==> src/rtl/comparn_serial_pkg.sv <==
// Shared state encoding and width helper for the bit-serial magnitude comparator.
package comparn_serial_pkg;

  typedef enum logic [1:0] {
    IDLE,
    RUN,
    DONE
  } state_t;

  function automatic int clog2(input int v);
    int r;
    r = 0;
    while ((1 << r) < v) r++;
    return r;
  endfunction

endpackage

==> src/rtl/comparn_bitcell.sv <==
// One-bit equal / greater / less decision, purely combinational.
module comparn_bitcell (
  input  logic a,
  input  logic b,
  output logic eq,
  output logic gt,
  output logic lt
);

  assign eq = ~(a ^ b);
  assign gt = a & ~b;
  assign lt = ~a & b;

endmodule

==> src/rtl/comparn_serial.sv <==
// Bit-serial unsigned comparator: scans MSB to LSB one bit per cycle, stops at the first difference.
// Latency n-k cycles (k = highest differing bit, n when equal); result held in DONE until out_ready.
module comparn_serial
  import comparn_serial_pkg::*;
#(
  parameter int n = 4
) (
  input  logic                     clk,
  input  logic                     rst_n,
  input  logic                     in_valid,
  output logic                     in_ready,
  input  logic [n-1:0]             A,
  input  logic [n-1:0]             B,
  output logic                     out_valid,
  input  logic                     out_ready,
  output logic                     AeqB,
  output logic                     AgtB,
  output logic                     AltB,
  output logic [clog2(n+1)-1:0]    nbits
);

  localparam int IdxW = (n > 1) ? clog2(n) : 1;
  localparam int NbW  = clog2(n + 1);

  state_t            state, stateNxt;
  logic [n-1:0]      aReg, bReg;
  logic [IdxW-1:0]   idx;
  logic              bitEq, bitGt, bitLt;
  logic              lastBit;

  comparn_bitcell uBitcell (
    .a  (aReg[idx]),
    .b  (bReg[idx]),
    .eq (bitEq),
    .gt (bitGt),
    .lt (bitLt)
  );

  assign lastBit   = (idx == '0);
  // Handshake outputs come straight from the state register, so no input reaches them combinationally.
  assign in_ready  = (state == IDLE);
  assign out_valid = (state == DONE);

  always_ff @(posedge clk) begin
    if (!rst_n) begin
      state <= IDLE;
    end else begin
      state <= stateNxt;
    end
  end

  always_comb begin
    stateNxt = state;
    case (state)
      IDLE: if (in_valid)           stateNxt = RUN;
      RUN:  if (!bitEq || lastBit)  stateNxt = DONE;
      DONE: if (out_ready)          stateNxt = IDLE;
      default:                      stateNxt = IDLE;
    endcase
  end

  always_ff @(posedge clk) begin
    if (!rst_n) begin
      aReg  <= '0;
      bReg  <= '0;
      idx   <= IdxW'(n - 1);
      nbits <= '0;
      AeqB  <= 1'b0;
      AgtB  <= 1'b0;
      AltB  <= 1'b0;
    end else begin
      case (state)
        IDLE: begin
          if (in_valid) begin
            aReg  <= A;
            bReg  <= B;
            idx   <= IdxW'(n - 1);
            nbits <= '0;
            AeqB  <= 1'b0;
            AgtB  <= 1'b0;
            AltB  <= 1'b0;
          end
        end
        RUN: begin
          nbits <= nbits + NbW'(1);
          if (!bitEq) begin
            AeqB <= 1'b0;
            AgtB <= bitGt;
            AltB <= bitLt;
          end else if (lastBit) begin
            AeqB <= 1'b1;
            AgtB <= 1'b0;
            AltB <= 1'b0;
          end else begin
            idx <= idx - IdxW'(1);
          end
        end
        default: ;
      endcase
    end
  end

endmodule

==> config.mk <==
export PLATFORM = sky130hd
export DESIGN_NAME = comparn_serial
export DESIGN_NICKNAME = d
export VERILOG_FILES = /design/src/rtl/comparn_serial_pkg.sv /design/src/rtl/comparn_bitcell.sv /design/src/rtl/comparn_serial.sv
export SDC_FILE = /design/constraint.sdc
export NUM_CORES = 1
export LEC_CHECK = 0
export BUFFER_PORTS_ARGS = -buffer_cell sky130_fd_sc_hd__buf_2
export CAP_MARGIN = 10
export CORE_ASPECT_RATIO = 1.25
export CORE_MARGIN = 2
export CORE_UTILIZATION = 46
export CTS_CLUSTER_SIZE = 14
export DETAILED_ROUTE_END_ITERATION = 12
export PLACE_DENSITY = 0.77
export REMOVE_ABC_BUFFERS = 1
export SLEW_MARGIN = 0
export SYNTH_ARGS = -nofsm -noshare
export SYNTH_HDL_FRONTEND = slang
export SYNTH_SLANG_ARGS = --single-unit
export TNS_END_PERCENT = 10
==> constraint.sdc <==
create_clock -name clk -period 1.65 [get_ports clk]
set_input_delay 0.33 -clock clk [delete_from_list [all_inputs] [get_ports clk]]
set_output_delay 0.33 -clock clk [all_outputs]
set_load 0.005 [all_outputs]
Word level (Yosys, flattened, before mapping). Index checks and enable logic that the tools add are counted.

Bits in registers: 18. Logic and storage cells: 56. Output and inout bits: 8.

$lt $le $gt $ge: 1. Add/sub/neg operators: 2. Muxes and demuxes: 23. Bitwise operators: 5. Eq/ne operators: 8. Reduce and logical (&&, ||, !) cells: 9.

Operator list (number): 2-bit two-way mux (6); 1-bit two-way mux (8); 2-bit inequality test (second input constant) (4); 1-bit case mux with 2 select lines (3); 2-bit case mux with 3 select lines (1); 3-bit case mux with 2 select lines (1); 3-bit AND reduction (2); 1-bit binary-select mux with 2-bit select (2); 2-bit zero test (2); 2-bit case mux with 2 select lines (1); 2-bit AND reduction (2); 4-bit AND reduction (1); 3-bit by 1-bit adder with 3-bit output (second input constant) (1); 2-bit by 3-bit < comparator with 1-bit output (second input constant) (1); 3-bit two-way mux (1); 3-bit inequality test (second input constant) (1); 1-bit bitwise AND (2); 2-bit by 1-bit == test with 1-bit output (second input constant) (1); 2-bit == test (second input constant) (1); 2-bit by 1-bit inequality test with 1-bit output (second input constant) (1); 1-bit inverter (2); 2-bit nonzero test (1); 2-bit by 1-bit subtractor with 2-bit output (second input constant) (1); 1-bit logical OR (1); 1-bit XOR (1).

Logic depth before layout (Yosys ltp). Gate-level depths: netlist of the first run.

Depth after elaboration: 6. Depth in mapped cells: 6.

By module. From an unflattened synthesis of the first run, not the netlist that was laid out.

Cells, all modules: 81. Area, all modules: 857.1 um^2.

By module, submodules not included: comparn_serial (cells an instance 77, times used 1, area an instance 824.5 um^2); comparn_bitcell (cells an instance 4, times used 1, area an instance 32.5 um^2).

Worst setup path before layout of the first run. No wires, ideal clock.

Path type: reg-to-reg. Start point: register idx[0]. End point: register idx[0]. Clock period less this slack: 1738 ps. Cell stages (with the launch flop): 7. Arrival: 1664 ps. Required time: 1576 ps. Library setup time: 74 ps. Slack: -88 ps. Buffers on the path: 0. Cell sequence: dfxtp_1 > mux4_2 > inv_1 > ha_1 > and4bb_4 > and3_1 > a31oi_1.

Word-level cells in the longest chain between the ends: 5.

Ends and longest elaborated chain: start: declaration (line comparn_serial.sv:27) `logic [IdxW-1:0] idx;`; start signal: assignment (line comparn_serial.sv:66) `idx <= IdxW'(n - 1);`; start signal: assignment (line comparn_serial.sv:77) `idx <= IdxW'(n - 1);`; start signal: assignment (line comparn_serial.sv:95) `idx <= idx - IdxW'(1);`; 1-bit binary-select mux with 2-bit select, on equally long branches (line comparn_serial.sv:32, comparn_serial.sv:33); 1-bit two-way mux, on equally long branches (line comparn_serial.sv:32, comparn_serial.sv:33); 1-bit XOR (line comparn_bitcell.sv:10) `assign eq = ~(a ^ b);`; 2-bit inequality test (no line); 4-bit AND reduction (no line).

Several ways; a longest one is shown, not always the timed one. The select of a mux whose other input is x is not followed. A chain may end at the register's enable or synchronous reset.

Worst setup path in the final report of the first run.
Start point: register idx[1]. End point: register idx[0].

Word-level cells in the longest chain between the ends: 5.

Ends and longest elaborated chain (line): 1-bit binary-select mux with 2-bit select, on equally long branches (comparn_serial.sv:32, comparn_serial.sv:33); 1-bit two-way mux, on equally long branches (comparn_serial.sv:32, comparn_serial.sv:33); 1-bit XOR (comparn_bitcell.sv:10); 2-bit inequality test (no line); 4-bit AND reduction (no line) *.

Mark *: on every way between the ends. The rest lies on a longest branch, timed or not. The select of a mux whose other input is x is not followed.

==> results of run 1 <==
[cell families after synthesis]
kind of cell | count (synthesis) | synth area share
DFF | 18 | 0.427
adders and majority gates | 4 | 0.0593
muxes | 3 | 0.0653
AOI/OAI and AO/OA | 19 | 0.159
buffers and inverters | 7 | 0.0326
and+or+nand+nor | 40 | 0.257
[worst max-delay path, stage by stage (launching register included)]
cell      delay (ns)
dfxtp_2         0.35
mux4_2          0.55
ha_4            0.30
and4bb_4        0.25
and3_4          0.18
a31oi_1         0.05
[metrics by stage]
| step | power [mW] | cell area (um2) | setup TNS [ns] |
|---|---|---|---|
| finish | 0.936 | 1020 | -0.339 |
| CTS | 0.943 | 1020 | -0.381 |
| floorplan | 0.605 | 831 | -0.180 |
| detailed placement | 0.669 | 965 | -0.605 |
| global route | 0.990 | 1020 | -0.632 |
| global placement | 0.658 | 965 | -0.143 |
[how the worst max path moves through the flow]
stage	endpoint	depth (start not counted)	slack (ns)
3_3_place_gp	idx[1]	5	-0.07
5_1_grt	idx[0]	5	-0.19
3_5_place_dp	idx[0]	5	-0.19
6_report	idx[0]	5	-0.15
4_1_cts	idx[0]	5	-0.14
2_1_floorplan	idx[0]	6	-0.09
[area by class of cell]
class,count,share of cell area
flip-flops and latches,18,0.355
multi-input cells,66,0.463
inverters,4,0.0147
repair buffers,21,0.108
well taps,19,0.0233
clock buffers,4,0.0355
[layer usage]
metal	part of all wire	wire (um)
met5	0	0
met4	0.0076	12
met3	0.038	60
met2	0.55	866
met1	0.40	631
[sequential cells by signal, summed over array words and instances (netlist names)]
signal	flops
AeqB	1
AgtB	1
AltB	1
aReg	4
bReg	4
idx	2
nbits	3
state	2
[cell usage in the layout, fill, tap and decap left out, types with 3 or more instances in the layout]
master,Yosys,routed
buf_2,1,19
a21boi_1,10,10
nand2_1,24,24
nor2b_1,5,5
inv_1,4,3
dfxtp_1,18,16
o22ai_1,3,3
ha_1,4,3
clkbuf_4,0,3
[power by group]
part | switching [mW] | total (mW) | internal, mW | leakage, nW
combinational | 0.0892 | 0.180 | 0.0905 | 0.293
clock | 0.134 | 0.269 | 0.134 | 0.0210
sequential | 0.0247 | 0.488 | 0.464 | 0.146
total | 0.248 | 0.936 | 0.688 | 0.460
[repair_timing]
action                     CTS  global route
gates resized for setup      4             1
setup endpoints to repair    7             7
pin swaps                    1             4
==> impl_metrics.csv, run 1 <==
group,metric,value,unit
synthesis,synth-seq-cells,18,
global_routing,grt-ovfl-total,0,
layout,area_growth,21.1,%
route,routed_via_density,5.29,
critical_path,cp-end-kind,"flip-flop",
timing,fin_crit_sh,1.09,
synthesis,netlist_instances,91,
critical_path,r2r_slack,-0.15,ns
global_routing,antenna_found_initial,0,
clocking,root_buffer,"clkbuf_4",
clocking,clk_path_buf_depth,2,
timing,max_freq,555,MHz
timing,finClkSkew,0.00317,ns
layout,seqCellArea,363,um2
global_routing,grt_pass1_wl,2.59,mm
layout,n_antenna_cell,0,
synthesis,synth_most_common_cell,"nand2_1",
placement,dp_cells,128,
critical_path,r2r_end,"idx[0]",
synthesis,async_flop_share,0,
synthesis,synth_common_cells,"24 x nand2_1, 18 x dfxtp_1, 10 x a21boi_1",
route,routedWlPerCell,11.9,um
die,die_area,2190,um2
layout,drive_gt1_frac,0.319,
timing,setup_violations,6,
synthesis,synth_cell_types,25,
clocking,ctsHoldBuffers,0,
die,num_rows,17,
clocking,cts_made_buffers,3,
route,drc,0,
die,die_w,42.3,um
layout,post-route-util,0.585,
clocking,htreeDepth,1,
global_routing,use_met3,0.0208,
synthesis,ys.flop_type,"dfxtp_1",
die,core_area,1740,um2
worst_hold_path,hold_path_end,"bReg[3]",
placement,gp_congestion,0.770,
clocking,clock-sinks,18,
clocking,postCtsSetupRepairBufs,0,
layout,num-nets-final,130,
job,cap_violations,0,
critical_path,reg2reg_depth,5,
critical_path,required,1.81,ns
critical_path,crit_arrival,1.96,ns
synthesis,yosysWarnings,0,
timing,hold_ws,0.265,ns
layout,finalNonFillerCells,132,
clocking,insertion_delay,0.29,ns
status,run_status,"finished, violations left",
clocking,cts_tree,"done",
route,dr.pass1.iters,4,
die,pin_count,20,
synthesis,synth_edf_count,0,
critical_path,path_max_fanout,3,
layout,fillers,166,
worst_hold_path,worstHoldPathType,"input pin to flip-flop",
global_routing,grtUsageTotal,0.156,
die,die_h,51.9,um
power_and_ir_drop,max-vdd-ir-drop,0.604,mV
placement,hpwl,1.18,mm
synthesis,yosysTopAreaCellShare,0.427,
timing,hold_viol_final,0,
timing,fin_ws,-0.152,ns
die,start_util,0.484,
synthesis,yosys.area.top_type,"dfxtp_1",
timing,min_period,1.80,ns
power_and_ir_drop,p_leak,0.460,nW
clocking,cts.clk_slew.worst_paths,0.10,ns
placement,port_buffers,19,
timing,slew_headroom,0.682,
placement,place_ws,-0.194,ns
critical_path,cp-start-kind,"flip-flop",
route,vias,698,
global_routing,use_met2,0.313,
power_and_ir_drop,power_density,917,nW/um2
synthesis,synth.yosys.seq_area_share,0.427,
timing,slew_violations,0,
global_routing,grt_max_degree,24,
timing,rsz0062_at_grt,"yes",
critical_path,cp-startpoint,"idx[1]",
global_routing,grt_util_met1,0.153,
global_routing,busiest_layer,"met2",
critical_path,r2r_start,"idx[1]",
worst_hold_path,min-delay-start,"B[3]",
global_routing,grt_pass1_vias,664,
route,drtIter0Drc,11,
synthesis,synthTopCellsByArea,"dfxtp_1 43%, nand2_1 11%, a21boi_1 8.9%",
synthesis,avgSynthCellArea,9.27,um2
route,ant_nets,0,
synthesis,netlist_area,843,um2
layout,multi_input_area,473,um2
timing,worst_pin_slew,0.476,ns
status,violations,"negative setup slack",
critical_path,critPathKind,"flip-flop to flip-flop",
route,wirelength,1.57,mm
worst_hold_path,min_path_cells,3,
Power figures use the tool's default switching activity.
==> run 2, diff against run 1 <==
Settings changed: ABC_AREA from default to 1, CORE_UTILIZATION 46 to 45, PLACE_DENSITY 0.77 to 0.76.
==> run 2 against run 1 <==
  * Critical path type unchanged
  * Critical path depth is 4 higher
  * The run now ends clean
  * Largest power group is now combinational logic
  * Sequential power is 25% higher
  * Register-to-register slack better by 0.19 ns
==> impl_metrics.csv, run 2 <==
group,metric,value,unit
route,wirelength,1.71,mm
critical_path,cp-end-kind,"flip-flop",
route,vias,778,
die,die_h,52.2,um
synthesis,synth_edf_count,0,
global_routing,grtUsageTotal,0.163,
synthesis,yosys.area.top_type,"dfxtp_1",
synthesis,avgSynthCellArea,7.45,um2
global_routing,grt-ovfl-total,0,
synthesis,yosysTopAreaCellShare,0.432,
clocking,cts_made_buffers,3,
synthesis,netlist_instances,112,
status,run_status,"finished, final reports clean",
clocking,cts_tree,"done",
global_routing,grt_pass1_vias,701,
clocking,insertion_delay,0.30,ns
synthesis,ys.flop_type,"dfxtp_1",
layout,drive_gt1_frac,0.313,
synthesis,async_flop_share,0,
route,wl_met2,855,um
layout,reg_top3,"aReg: 4 flops, bReg: 4 flops, nbits: 3 flops",
global_routing,grt_max_degree,21,
route,dr.pass1.iters,4,
job,cap_violations,0,
route,drc,0,
timing,min_period,1.61,ns
synthesis,synth.yosys.seq_area_share,0.432,
synthesis,synth_cell_types,18,
synthesis,synthTopCellsByArea,"dfxtp_1 43%, nand2_1 9.4%, a21oi_1 8.4%",
timing,finClkSkew,0.00768,ns
route,routedWlPerCell,11.2,um
die,num_rows,17,
critical_path,reg2reg_depth,9,
placement,place_ws,-0.0306,ns
synthesis,synth_most_common_cell,"nand2_1",
die,pin_count,20,
clocking,clock-sinks,18,
layout,layout_commonest_cell,"buf_2",
power_and_ir_drop,power_density,1750,nW/um2
timing,hold_viol_final,0,
critical_path,cp_slowest_cell,"dfxtp_2",
clocking,clk_path_buf_depth,2,
critical_path,crit_arrival,1.80,ns
timing,rsz0062_at_grt,"yes",
placement,port_buffers,19,
global_routing,antenna_found_initial,0,
synthesis,yosysWarnings,0,
clocking,cts.clk_slew.worst_paths,0.10,ns
route,routed_via_density,5.08,
die,start_util,0.473,
die,core_area,1770,um2
route,wl_met1,700,um
layout,num-nets-final,151,
timing,setup_violations,0,
synthesis,synth-seq-cells,18,
critical_path,critPathKind,"flip-flop to flip-flop",
route,routed-wl-met3,102,um
worst_hold_path,min_path_cells,3,
critical_path,crit_top_cell,"nand3_1",
timing,slew_violations,0,
synthesis,netlist_area,835,um2
timing,max_freq,619,MHz
clocking,htreeDepth,1,
synthesis,synth_common_cells,"21 x nand2_1, 18 x dfxtp_1, 14 x a21oi_1",
placement,hpwl,1.19,mm
route,ant_nets,0,
timing,final.setup.tns,0,ns
power_and_ir_drop,max-vdd-ir-drop,0.758,mV
timing,worst_pin_slew,0.390,ns
power_and_ir_drop,p_leak,0.486,nW
critical_path,path_max_fanout,9,
worst_hold_path,worstHoldPathType,"input pin to flip-flop",
route,dr.max_layer_used,"met4",
layout,final_cell_mix,"19 x buf_2, 18 x nand2_1, 16 x dfxtp_1",
timing,fin_crit_sh,0.978,
timing,fin_ws,0.0357,ns
layout,area_growth,22.3,%
critical_path,cp-start-kind,"flip-flop",
die,die_w,42.5,um
critical_path,crit_chain,"inv_4, o211ai_1, nand2_2, ha_4, inv_2, nor2_4, nand2_4, nand3_1, nand3_1",
placement,gp_congestion,0.760,
timing,slew_headroom,0.739,
critical_path,required,1.84,ns
global_routing,grt_pass1_wl,2.72,mm
die,die_area,2220,um2
route,drtIter0Drc,13,
layout,n_antenna_cell,0,
critical_path,slowest_delay,0.37,ns
clocking,root_buffer,"clkbuf_4",
-- run 2: cell types whose count changed after synthesis, sizes merged, moves of 3 or more --
cell and change:
nand3 +7, nor2b -6, a21boi -10, o22ai -3
o21ai +10, inv +10, a21oi +14, nor2 +13
-- run 2: logic make-up (layout without fill, tap and decap cells) --
family                   count (synthesis)  after routing  synth area share
buffers and inverters                   18             40             0.106
adder cells (fa/ha/maj)                  4              4            0.0600
AO/OA/AOI/OAI                           27             27             0.168
flip-flops                              18             18             0.432
AND/OR/NAND/NOR                         44             44             0.223
XOR/XNOR                                 1              1            0.0105
-- run 2: final cells by class --
type	count	area, um2
flip-flops and latches	18	363
repair buffers	21	110
clock buffers	4	36.3
multi-input cells	76	424
well taps	19	23.8
fillers	172	744
inverters	15	63.8
-- run 2: what timing repair did --
item                                   CTS  global route
hold buffers                             0             0
setup buffers                            1             1
pin swaps                                0             3
endpoints found under the hold margin    0             0
gates resized for setup                  5            12
setup endpoints to repair                5             7
-- run 2: per-layer routing --
metal / up-vias / global-route usage
li1: 404 / -
met1: 338 / 0.169
met2: 31 / 0.308
met3: 5 / 0.0208
met4: 0 / 0.0938
met5: - / 0
-- run 2: final timing paths --
check / start / to / slack [ns]
worst max-delay path: idx[0] / idx[0] / 0.04
worst min-delay path: B[1] / bReg[1] / 0.27
worst max register to register: idx[0] / idx[0] / 0.04
worst min register to register: bReg[2] / bReg[2] / 0.47
-- run 2: critical path, delay by kind of cell (launching register included) --
kind,cells,cell delay (ns)
fa+ha+maj,1,0.30
simple gates,5,0.51
buf+inv,2,0.10
compound gates,1,0.22
flops,1,0.37
-- run 2: per-stage QoR --
| stage | instances | power [mW] | hold slack (ns) | instance area, um2 | util |
|---|---|---|---|---|---|
| 6_report | 153 | 1.79 | 0.268 | 1020 | 0.578 |
| 5_1_grt | 153 | 1.95 | 0.302 | 1020 | 0.578 |
| 4_1_cts | 152 | 1.58 | 0.274 | 980 | 0.555 |
| 3_5_place_dp | 147 | 1.27 | 0.456 | 926 | 0.524 |
| 3_3_place_gp | 147 | 1.22 | 0.452 | 926 | 0.524 |
| 2_1_floorplan | 109 | 1.09 | 0.414 | 807 | - |
-- run 2: where the power goes --
group | switching (mW) | internal, mW
sequential | 0.0720 | 0.540
combinational | 0.539 | 0.367
clock | 0.139 | 0.135
total | 0.750 | 1.04
